===== config.mk =====
export PLATFORM = sky130hd
export DESIGN_NAME = riscv_multi_ctrl_flat
export DESIGN_NICKNAME = d
export VERILOG_FILES = /design/src/rtl/riscv_multi_ctrl_if.sv /design/src/rtl/riscv_multi_ctrl.sv /design/src/flat_wrapper.sv
export SDC_FILE = /design/constraint.sdc
export NUM_CORES = 1
export LEC_CHECK = 0
export ABC_AREA = 1
export CORE_AREA = 3 3 81 83
export CTS_CLUSTER_SIZE = 8
export DETAILED_ROUTE_END_ITERATION = 12
export DIE_AREA = 0 0 84 86
export PLACE_DENSITY_LB_ADDON = 0.08
export SETUP_SLACK_MARGIN = 0.5
export SYNTH_ARGS = -nofsm -noshare
export SYNTH_HDL_FRONTEND = slang
export SYNTH_SLANG_ARGS = --single-unit

===== constraint.sdc =====
create_clock -name clk -period 8.59 [get_ports clk]
set_input_delay 2.577 -clock clk [delete_from_list [all_inputs] [get_ports clk]]
set_output_delay 2.577 -clock clk [all_outputs]
set_load 0.01 [all_outputs]

===== src/rtl/riscv_multi_ctrl_if.sv =====
// Memory-side handshake between the multicycle control FSM and the memory port.
// The controller is the master: it issues requests and observes mem_ready.
interface riscv_multi_ctrl_if;
  logic mem_req;
  logic mem_we;
  logic IorD;
  logic mem_ready;

  modport master (output mem_req, output mem_we, output IorD, input mem_ready);
  modport slave  (input mem_req, input mem_we, input IorD, output mem_ready);
endinterface


===== src/rtl/riscv_multi_ctrl.sv =====
// Main control FSM for the multicycle RISC-V datapath: sequences each instruction,
// drives every datapath strobe, watches the memory handshake and counts retirements.
module riscv_multi_ctrl #(
  parameter int          HAS_JAL   = 1,
  parameter int unsigned MAX_WAIT  = 16,
  parameter int unsigned CNT_WIDTH = 32
) (
  input  logic                     clk,
  input  logic                     rst,
  input  logic [6:0]               opcode,
  riscv_multi_ctrl_if.master       bus,
  output logic                     IRWrite,
  output logic                     RegWrite,
  output logic [1:0]               MemtoReg,
  output logic                     ALUSrcA,
  output logic [1:0]               ALUSrcB,
  output logic [1:0]               ALUop,
  output logic                     PCWrite,
  output logic                     PCWriteCond,
  output logic [1:0]               PCSource,
  output logic                     retire,
  output logic [CNT_WIDTH-1:0]     retired_cnt,
  output logic                     illegal,
  output logic                     bus_err,
  output logic                     halted
);

  localparam logic [6:0] OP_LW  = 7'b0000011;
  localparam logic [6:0] OP_SW  = 7'b0100011;
  localparam logic [6:0] OP_R   = 7'b0110011;
  localparam logic [6:0] OP_I   = 7'b0010011;
  localparam logic [6:0] OP_BR  = 7'b1100011;
  localparam logic [6:0] OP_JAL = 7'b1101111;

  localparam int unsigned WAIT_W = (MAX_WAIT > 0) ? $clog2(MAX_WAIT + 1) : 1;
  localparam logic [WAIT_W-1:0] WAIT_LIMIT = WAIT_W'(MAX_WAIT);

  typedef enum logic [3:0] {
    S_FETCH, S_DECODE, S_MEM_ADDR, S_MEM_READ, S_MEM_WB, S_MEM_WRITE,
    S_EXEC_R, S_EXEC_I, S_ALU_WB, S_BRANCH, S_JAL, S_TRAP
  } state_t;

  typedef struct packed {
    logic       mem_req;
    logic       mem_we;
    logic       iord;
    logic       ir_write;
    logic       reg_write;
    logic [1:0] mem_to_reg;
    logic       alu_src_a;
    logic [1:0] alu_src_b;
    logic [1:0] alu_op;
    logic       pc_write;
    logic       pc_write_cond;
    logic [1:0] pc_source;
    logic       retire;
  } ctrl_t;

  state_t                 state_q, state_d;
  logic [WAIT_W-1:0]      wait_q, wait_d, wait_inc;
  logic [CNT_WIDTH-1:0]   retired_cnt_q, retired_cnt_d;
  logic                   illegal_q, illegal_d;
  logic                   bus_err_q, bus_err_d;
  logic                   halted_q, halted_d;
  logic                   timeout;
  logic                   mem_state;
  state_t                 mem_next;
  ctrl_t                  ctl, ctl_out;

  assign wait_inc = wait_q + WAIT_W'(1);
  // The cycle that would bring the count to MAX_WAIT traps unless mem_ready rescues it.
  assign timeout  = (MAX_WAIT != 0) && !bus.mem_ready && (wait_inc == WAIT_LIMIT);

  always_ff @(posedge clk or posedge rst) begin
    if (rst) begin
      state_q       <= S_FETCH;
      wait_q        <= '0;
      retired_cnt_q <= '0;
      illegal_q     <= 1'b0;
      bus_err_q     <= 1'b0;
      halted_q      <= 1'b0;
    end else begin
      state_q       <= state_d;
      wait_q        <= wait_d;
      retired_cnt_q <= retired_cnt_d;
      illegal_q     <= illegal_d;
      bus_err_q     <= bus_err_d;
      halted_q      <= halted_d;
    end
  end

  always_comb begin
    ctl       = '0;
    state_d   = state_q;
    wait_d    = '0;
    illegal_d = illegal_q;
    bus_err_d = bus_err_q;
    mem_state = 1'b0;
    mem_next  = S_FETCH;

    case (state_q)
      S_FETCH: begin
        ctl.mem_req   = 1'b1;
        ctl.alu_src_b = 2'b01;
        ctl.ir_write  = bus.mem_ready;
        ctl.pc_write  = bus.mem_ready;
        mem_state     = 1'b1;
        mem_next      = S_DECODE;
      end
      S_DECODE: begin
        ctl.alu_src_b = 2'b10;
        case (opcode)
          OP_LW, OP_SW: state_d = S_MEM_ADDR;
          OP_R:         state_d = S_EXEC_R;
          OP_I:         state_d = S_EXEC_I;
          OP_BR:        state_d = S_BRANCH;
          OP_JAL: begin
            if (HAS_JAL != 0) begin
              state_d = S_JAL;
            end else begin
              state_d   = S_TRAP;
              illegal_d = 1'b1;
            end
          end
          default: begin
            state_d   = S_TRAP;
            illegal_d = 1'b1;
          end
        endcase
      end
      S_MEM_ADDR: begin
        ctl.alu_src_a = 1'b1;
        ctl.alu_src_b = 2'b10;
        state_d       = (opcode == OP_SW) ? S_MEM_WRITE : S_MEM_READ;
      end
      S_MEM_READ: begin
        ctl.mem_req = 1'b1;
        ctl.iord    = 1'b1;
        mem_state   = 1'b1;
        mem_next    = S_MEM_WB;
      end
      S_MEM_WB: begin
        ctl.reg_write  = 1'b1;
        ctl.mem_to_reg = 2'b01;
        ctl.retire     = 1'b1;
        state_d        = S_FETCH;
      end
      S_MEM_WRITE: begin
        ctl.mem_req = 1'b1;
        ctl.mem_we  = 1'b1;
        ctl.iord    = 1'b1;
        ctl.retire  = bus.mem_ready;
        mem_state   = 1'b1;
        mem_next    = S_FETCH;
      end
      S_EXEC_R: begin
        ctl.alu_src_a = 1'b1;
        ctl.alu_op    = 2'b10;
        state_d       = S_ALU_WB;
      end
      S_EXEC_I: begin
        ctl.alu_src_a = 1'b1;
        ctl.alu_src_b = 2'b10;
        ctl.alu_op    = 2'b10;
        state_d       = S_ALU_WB;
      end
      S_ALU_WB: begin
        ctl.reg_write = 1'b1;
        ctl.retire    = 1'b1;
        state_d       = S_FETCH;
      end
      S_BRANCH: begin
        ctl.alu_src_a     = 1'b1;
        ctl.alu_op        = 2'b01;
        ctl.pc_write_cond = 1'b1;
        ctl.pc_source     = 2'b01;
        ctl.retire        = 1'b1;
        state_d           = S_FETCH;
      end
      S_JAL: begin
        ctl.reg_write  = 1'b1;
        ctl.mem_to_reg = 2'b10;
        ctl.pc_write   = 1'b1;
        ctl.pc_source  = 2'b01;
        ctl.retire     = 1'b1;
        state_d        = S_FETCH;
      end
      S_TRAP: state_d = S_TRAP;
      default: state_d = S_TRAP;
    endcase

    // Shared wait/watchdog handling for every state that holds a memory request.
    if (mem_state) begin
      if (bus.mem_ready) begin
        state_d = mem_next;
      end else if (timeout) begin
        state_d   = S_TRAP;
        bus_err_d = 1'b1;
      end else begin
        wait_d = wait_inc;
      end
    end
  end

  assign halted_d      = (state_d == S_TRAP);
  assign retired_cnt_d = ctl.retire ? retired_cnt_q + CNT_WIDTH'(1) : retired_cnt_q;

  assign ctl_out = rst ? '0 : ctl;

  assign bus.mem_req  = ctl_out.mem_req;
  assign bus.mem_we   = ctl_out.mem_we;
  assign bus.IorD     = ctl_out.iord;
  assign IRWrite      = ctl_out.ir_write;
  assign RegWrite     = ctl_out.reg_write;
  assign MemtoReg     = ctl_out.mem_to_reg;
  assign ALUSrcA      = ctl_out.alu_src_a;
  assign ALUSrcB      = ctl_out.alu_src_b;
  assign ALUop        = ctl_out.alu_op;
  assign PCWrite      = ctl_out.pc_write;
  assign PCWriteCond  = ctl_out.pc_write_cond;
  assign PCSource     = ctl_out.pc_source;
  assign retire       = ctl_out.retire;
  assign retired_cnt  = retired_cnt_q;
  assign illegal      = illegal_q;
  assign bus_err      = bus_err_q;
  assign halted       = halted_q;

endmodule


===== src/flat_wrapper.sv =====
// flat-port wrapper written by rule: the top's interface ports become plain ports
module riscv_multi_ctrl_flat 
#(
  parameter int          HAS_JAL   = 1,
  parameter int unsigned MAX_WAIT  = 16,
  parameter int unsigned CNT_WIDTH = 32
)
  (clk, rst, opcode, IRWrite, RegWrite, MemtoReg, ALUSrcA, ALUSrcB, ALUop, PCWrite, PCWriteCond, PCSource, retire, retired_cnt, illegal, bus_err, halted, bus_mem_req, bus_mem_we, bus_IorD, bus_mem_ready);
  riscv_multi_ctrl_if bus_i ();
  input  logic clk;
  input  logic rst;
  input  logic [6:0] opcode;
  output logic IRWrite;
  output logic RegWrite;
  output logic [1:0] MemtoReg;
  output logic ALUSrcA;
  output logic [1:0] ALUSrcB;
  output logic [1:0] ALUop;
  output logic PCWrite;
  output logic PCWriteCond;
  output logic [1:0] PCSource;
  output logic retire;
  output logic [CNT_WIDTH-1:0] retired_cnt;
  output logic illegal;
  output logic bus_err;
  output logic halted;
  output wire logic [$bits(bus_i.mem_req)-1:0] bus_mem_req;
  output wire logic [$bits(bus_i.mem_we)-1:0] bus_mem_we;
  output wire logic [$bits(bus_i.IorD)-1:0] bus_IorD;
  input wire logic [$bits(bus_i.mem_ready)-1:0] bus_mem_ready;
  assign bus_mem_req = bus_i.mem_req;
  assign bus_mem_we = bus_i.mem_we;
  assign bus_IorD = bus_i.IorD;
  assign bus_i.mem_ready = bus_mem_ready;
  riscv_multi_ctrl #(.HAS_JAL(HAS_JAL), .MAX_WAIT(MAX_WAIT), .CNT_WIDTH(CNT_WIDTH)) u_core (.clk(clk), .rst(rst), .opcode(opcode), .bus(bus_i), .IRWrite(IRWrite), .RegWrite(RegWrite), .MemtoReg(MemtoReg), .ALUSrcA(ALUSrcA), .ALUSrcB(ALUSrcB), .ALUop(ALUop), .PCWrite(PCWrite), .PCWriteCond(PCWriteCond), .PCSource(PCSource), .retire(retire), .retired_cnt(retired_cnt), .illegal(illegal), .bus_err(bus_err), .halted(halted));
endmodule

==> results of run 1 <==
power groups by stage:
stage	clock network [mW]	logic, mW	registers, mW
final	0.168	0.0124	0.207
after global routing	0.180	0.0141	0.207
after CTS	0.171	0.0128	0.207
after detailed placement	0	0.0128	0.211
after global placement	0	0.0125	0.211
after floorplan	0	0.00625	0.211
worst max-delay path by stage:
stage | start | endpoint | cells past startpoint
2_1_floorplan | rst | ALUSrcB[1] | 3
3_3_place_gp | bus_mem_ready | retire | 6
3_5_place_dp | bus_mem_ready | retire | 6
4_1_cts | bus_mem_ready | retire | 6
5_1_grt | bus_mem_ready | retire | 6
6_report | bus_mem_ready | retire | 6
flip-flops by register name, summed over array words and instances (netlist names):
signal	cells
u_core.state_q	4
u_core.illegal	1
u_core.retired_cnt	32
u_core.bus_err	1
u_core.wait_q	5
u_core.halted	1
metal layers:
metal | share of wire | up-vias | GRT usage
li1 | - | 1485 | -
met1 | 0.48 | 1402 | 0.2970
met2 | 0.45 | 95 | 0.3348
met3 | 0.060 | 9 | 0.04131
met4 | 0.0083 | 0 | 0.05994
met5 | 0 | - | 0
cell usage in the layout, fill, tap and decap left out, types with 8 or more instances in the layout:
master	n
nor2_1	65
dfrtp_1	44
xnor2_1	8
nor3_1	15
xor2_1	8
nand3_1	25
nand4_1	9
clkdlybuf4s50_1	60
nand2_1	154
o21ai_0	11
inv_1	52
metrics by stage:
step | hold slack [ns] | setup slack, ns | utilization
floorplan | 0.4761 | 2.158 | -
global placement | 0.4617 | 1.688 | 0.6027
detailed placement | 0.4731 | 1.685 | 0.6027
CTS | 0.4953 | 1.679 | 0.6232
global route | 0.5178 | 1.582 | 0.6232
finish | 0.4851 | 1.685 | 0.6232
final cells by class:
type                            instances  area (µm²)  share of cell area
Clock buffer                            6       82.58             0.02238
Timing Repair Buffer                   61       608.1              0.1648
Inverter                               58       217.7             0.05900
Tap cell                               75       93.84             0.02543
Clock inverter                          2       38.79             0.01051
Multi-Input combinational cell        332        1548              0.4195
Sequential cell                        44        1101              0.2984
worst register-to-register path: stages, from the launching register on:
cell and delay, ns:
dfrtp_1 0.42, ha_1 0.32, nand2_1 0.12, nor2_2 0.21, nand2_1 0.13, nor2_2 0.17, nand4_1 0.14, xor2_1 0.19
cell families after synthesis:
logic type      synth area share
compound gates           0.04512
xor+xnor                 0.04813
fa+ha+maj                0.01289
buf+inv                  0.09024
flops                     0.3782
other cells             0.001288
simple gates              0.4241
==> results.yml, run 1 <==
sta:
  period_needed_ns: 6.905
  post-route-period-util: 0.8039
  maxSlewHeadroom: 0.6372
  worst_pin_slew_ns: 0.5442
  hold_viol_final: 0
  setup_viol: 0
  timing.setup.tns_ns: 0
  skew_ns: 0.004100
  rsz0062_at_grt: "false"
  fmax_mhz: 144.8
  drv_slew: 0
clocking:
  clock_sinks: 44
  cts_resized: 0
  postCtsHoldBufs: 0
  clk_pin_slew_worst_paths_ns: 0.08
  post-cts-setup-buffers: 0
  cts_tree: "built"
  numCtsBuffers: 5
  cts-root-buf: "clkbuf_8"
  insertion_delay_ns: 0.30
  htreeDepth: 2
  cts_max_path_buffers: 2
worst_hold_path:
  hold_depth: 1
  min_to: "u_core.illegal"
  hp-class: "flip-flop to flip-flop"
  worstHoldStart: "u_core.illegal"
detailed_routing:
  drt_pass1_iterations: 5
  routed_wl_mm: 7.330
  vias_per_cell: 5.175
  first_iter_violations: 160
  drc_errors: 0
  postRouteAntennaNets: 0
  post_drt_wl_per_cell_um: 12.68
  dr_total_vias: 2991
setup_path:
  critPathKind: "primary input to output pin"
  reg2reg_to: "u_core.retired_cnt[12]"
  critPathLaunchType: "primary input"
  regToRegSetupSlack_ns: 6.78
  arrival_ns: 4.33
  path_max_fanout: 46
  worstPathRequired_ns: 6.01
  cp_top_family: "buffers and inverters"
  crit_chain: "clkdlybuf4s50_1, nand2_1, nand3_4, nand2_1, inv_1, clkdlybuf4s50_1"
  slowest_stage: "clkdlybuf4s50_1"
  path_buf_inv: 3
  ff2ff_path_depth: 7
  r2r-start: "u_core.retired_cnt[0]"
  max_stage_delay_ns: 0.54
  critPathCaptureType: "output pin"
synthesis:
  synth_common_cells: "154 x nand2_1, 65 x nor2_1, 53 x inv_1"
  syn-num-nets: 454
  yosysMostFrequentCell: "nand2_1"
  ys_warn_count: 0
  ys_ff_latch: 44
  ys_types: 29
  syn-cell-area_um2: 2912
  synth.area.top_cells: "dfrtp_1 38%, nand2_1 20%, nor2_1 8.4%"
  ys_seq_area_frac: 0.3782
  avgSynthCellArea_um2: 6.602
  async_reset_ff_frac: 1.000
  synth_top_area_share: 0.3782
  syn_inst: 441
  ys.flop_type: "dfrtp_1"
  synth_area_leader_cell: "dfrtp_1"
  synth-edff-count: 0
die:
  initial_utilization: 0.4918
  die_x_um: 84
  fp-row-count: 28
  die_area_um2: 7224
  io_pins: 62
  die_y_um: 86
  core_area_um2: 5921
global_routing:
  gr-total-overflow: 0
  antenna_found_initial: 0
  grt_max_degree: 47
  grt_first_pass_wirelength_mm: 12.50
  grt_usage: 0.2118
  grt_pass1_vias: 2760
finish:
  instances_no_fill: 578
  n_antenna_cell: 0
  finalNetCount: 515
  synthToLayoutAreaGrowth_pct: 26.73
  fillCellCount: 574
  design_area_um2: 3690
  drive_gt1_frac: 0.06362
pwr:
  pwr-share-comb: 0.032
  clkPwrFrac: 0.434
  p_total_mw: 0.3872
  intPower_mw: 0.3066
  p_leak_nw: 1.590
  switching_power_mw: 0.08064
  p_per_area_nw_per_um2: 104.9
  peakVddDrop_mv: 0.07642
  p_sw_frac: 0.2083
  pwr-share-seq: 0.534
place:
  placed_cells: 570
  hpwlAfterDp_mm: 5.754
  gp_congestion: 0.9189
  io_buffers: 60
  placed_area_um2: 3568
run:
  drv_cap: 0
run_status:
  status: "finished, final reports clean"
Note: power is estimated with default switching activity, not from simulation.
==> run 2: changes to the inputs <==
==> constraint.sdc (replaced) <==
create_clock -name clk -period 6.6 [get_ports clk]
set_input_delay 1.98 -clock clk [delete_from_list [all_inputs] [get_ports clk]]
set_output_delay 1.98 -clock clk [all_outputs]
set_load 0.01 [all_outputs]
==> run 2 against run 1 <==
Against the previous run: sequential power up 30%; total power rose by 32%; die area did not move; clock skew rose by 0.0067 ns; global-route usage decreased by 0.26 points.
==> results.yml, run 2 (synthesis gave the netlist of run 1 again) <==
global_routing:
  use_met2: 0.3297
  grt_pass1_vias: 2589
  grt_first_pass_wirelength_mm: 12.17
  grtUsageMet3: 0.03458
  grt_max_degree: 46
  busiest_layer: "met2"
  grt_usage: 0.2092
  grt.met1_usage: 0.2961
  antenna_found_initial: 0
  gr-total-overflow: 0
sta:
  fmax_mhz: 180.8
  drv_slew: 0
  period_needed_ns: 5.530
  skew_ns: 0.01084
  worst_pin_slew_ns: 0.5254
  timing.setup.tns_ns: 0
  setup_viol: 0
  rsz0062_at_grt: "false"
  maxSlewHeadroom: 0.6497
  post-route-period-util: 0.8379
  hold_viol_final: 0
run_status:
  status: "finished, final reports clean"
worst_hold_path:
  hold_depth: 1
  min_to: "u_core.illegal"
  hp-class: "flip-flop to flip-flop"
  worstHoldStart: "u_core.illegal"
setup_path:
  max_stage_delay_ns: 0.62
  critPathLaunchType: "primary input"
  reg2reg_to: "u_core.retired_cnt[11]"
  regToRegSetupSlack_ns: 4.70
  ff2ff_path_depth: 9
  critPathCaptureType: "output pin"
  arrival_ns: 3.55
  critPathKind: "primary input to output pin"
  cp_common_cell: "clkdlybuf4s50_1"
  r2r-start: "u_core.state_q[3]"
  crit_chain: "clkdlybuf4s50_1, inv_2, nand2_1, inv_1, clkdlybuf4s50_1"
  cp_top_family: "buffers and inverters"
  slowest_stage: "clkdlybuf4s50_1"
  worstPathRequired_ns: 4.62
  path_max_fanout: 13
  path_buf_inv: 4
pwr:
  p_sw_frac: 0.2031
  pwr-share-seq: 0.525
  p_per_area_nw_per_um2: 138.6
  clkPwrFrac: 0.444
  switching_power_mw: 0.1042
  peakVddDrop_mv: 0.1270
  pwr-share-comb: 0.031
  p_leak_nw: 1.598
  intPower_mw: 0.4088
finish:
  synthToLayoutAreaGrowth_pct: 27.16
  finalNetCount: 516
  final_common_cell: "nand2_1"
  layout_common_cells: "154 x nand2_1, 65 x nor2_1, 60 x clkdlybuf4s50_1"
  n_antenna_cell: 0
  largest_reg_flops: 32
  drive_gt1_frac: 0.06548
  fillCellCount: 546
  instances_no_fill: 579
  fin_util: 0.6253
detailed_routing:
  vias_per_cell: 5.017
  routed_wl_mm: 7.313
  drc_errors: 0
  drt_pass1_iterations: 4
  first_iter_violations: 204
  post_drt_wl_per_cell_um: 12.63
  dr_total_vias: 2905
  postRouteAntennaNets: 0
place:
  hpwlAfterDp_mm: 5.783
  io_buffers: 60
  gp_congestion: 0.9305
  placed_cells: 571
die:
  die_area_um2: 7224
  core_area_um2: 5921
  fp-row-count: 28
  die_y_um: 86
  initial_utilization: 0.4918
  io_pins: 62
  die_x_um: 84
clocking:
  cts_tree: "built"
  clk_pin_slew_worst_paths_ns: 0.08
  htreeDepth: 2
  cts_resized: 0
  postCtsHoldBufs: 0
  numCtsBuffers: 5
  cts_max_path_buffers: 2
  insertion_delay_ns: 0.31
  clock_sinks: 44
  cts-root-buf: "clkbuf_8"
  post-cts-setup-buffers: 0
run:
  drv_cap: 0
run 2: cell types whose count changed in the layout (fill, tap and decap cells not counted):
cell      before  now
clkinv_4       1    0
buf_4          1    2
clkbuf_8       6    7
run 2: per-stage QoR:
stage                     hold WS (ns)  worst slack, ns  cell area [µm²]  power (mW)
after floorplan                 0.4761            1.362             2912      0.2828
after global placement          0.4621            1.051             3576      0.2910
after detailed placement        0.4687            1.054             3576      0.2912
after CTS                       0.4903            1.040             3702      0.5192
after global routing            0.4983           0.9371             3702      0.5339
final                           0.4788            1.070             3702      0.5130
run 2: cell type report:
type                            count  area [µm²]  area share
Tap cell                           75       93.84     0.02535
Multi-Input combinational cell    332        1548      0.4180
Clock buffer                        7       96.34     0.02602
Clock inverter                      1       30.03    0.008111
Inverter                           58       217.7     0.05880
Timing Repair Buffer               62       615.6      0.1663
Sequential cell                    44        1101      0.2974
run 2: power by group through the flow:
stage | Clock, mW | Combinational [mW] | Sequential [mW]
4_1_cts | 0.233 | 0.0165 | 0.269
6_report | 0.228 | 0.0161 | 0.269
3_3_place_gp | 0 | 0.0163 | 0.275
3_5_place_dp | 0 | 0.0165 | 0.275
5_1_grt | 0.246 | 0.0183 | 0.269
2_1_floorplan | 0 | 0.00814 | 0.275
run 2: worst max path at each step:
stage | from | to | slack [ns] | depth (start not counted)
2_1_floorplan | rst | ALUSrcB[1] | 1.36 | 3
3_3_place_gp | rst | retire | 1.05 | 5
3_5_place_dp | rst | retire | 1.05 | 5
4_1_cts | rst | retire | 1.04 | 5
5_1_grt | rst | retire | 0.94 | 5
6_report | rst | retire | 1.07 | 5
run 2: worst reg2reg max path: stages, from the launching register on:
cell and delay (ns):
dfrtp_1 0.40, inv_1 0.11, nand2_2 0.09, nor2_2 0.16
nand2_1 0.11, nand3_4 0.11, buf_4 0.40, nand2_1 0.16
nor2_1 0.14, xor2_1 0.14
run 2: layer usage:
metal	wire length, µm	part of all wire
met1	3405	0.47
met2	3239	0.44
met3	602	0.082
met4	67	0.0092
met5	0	0
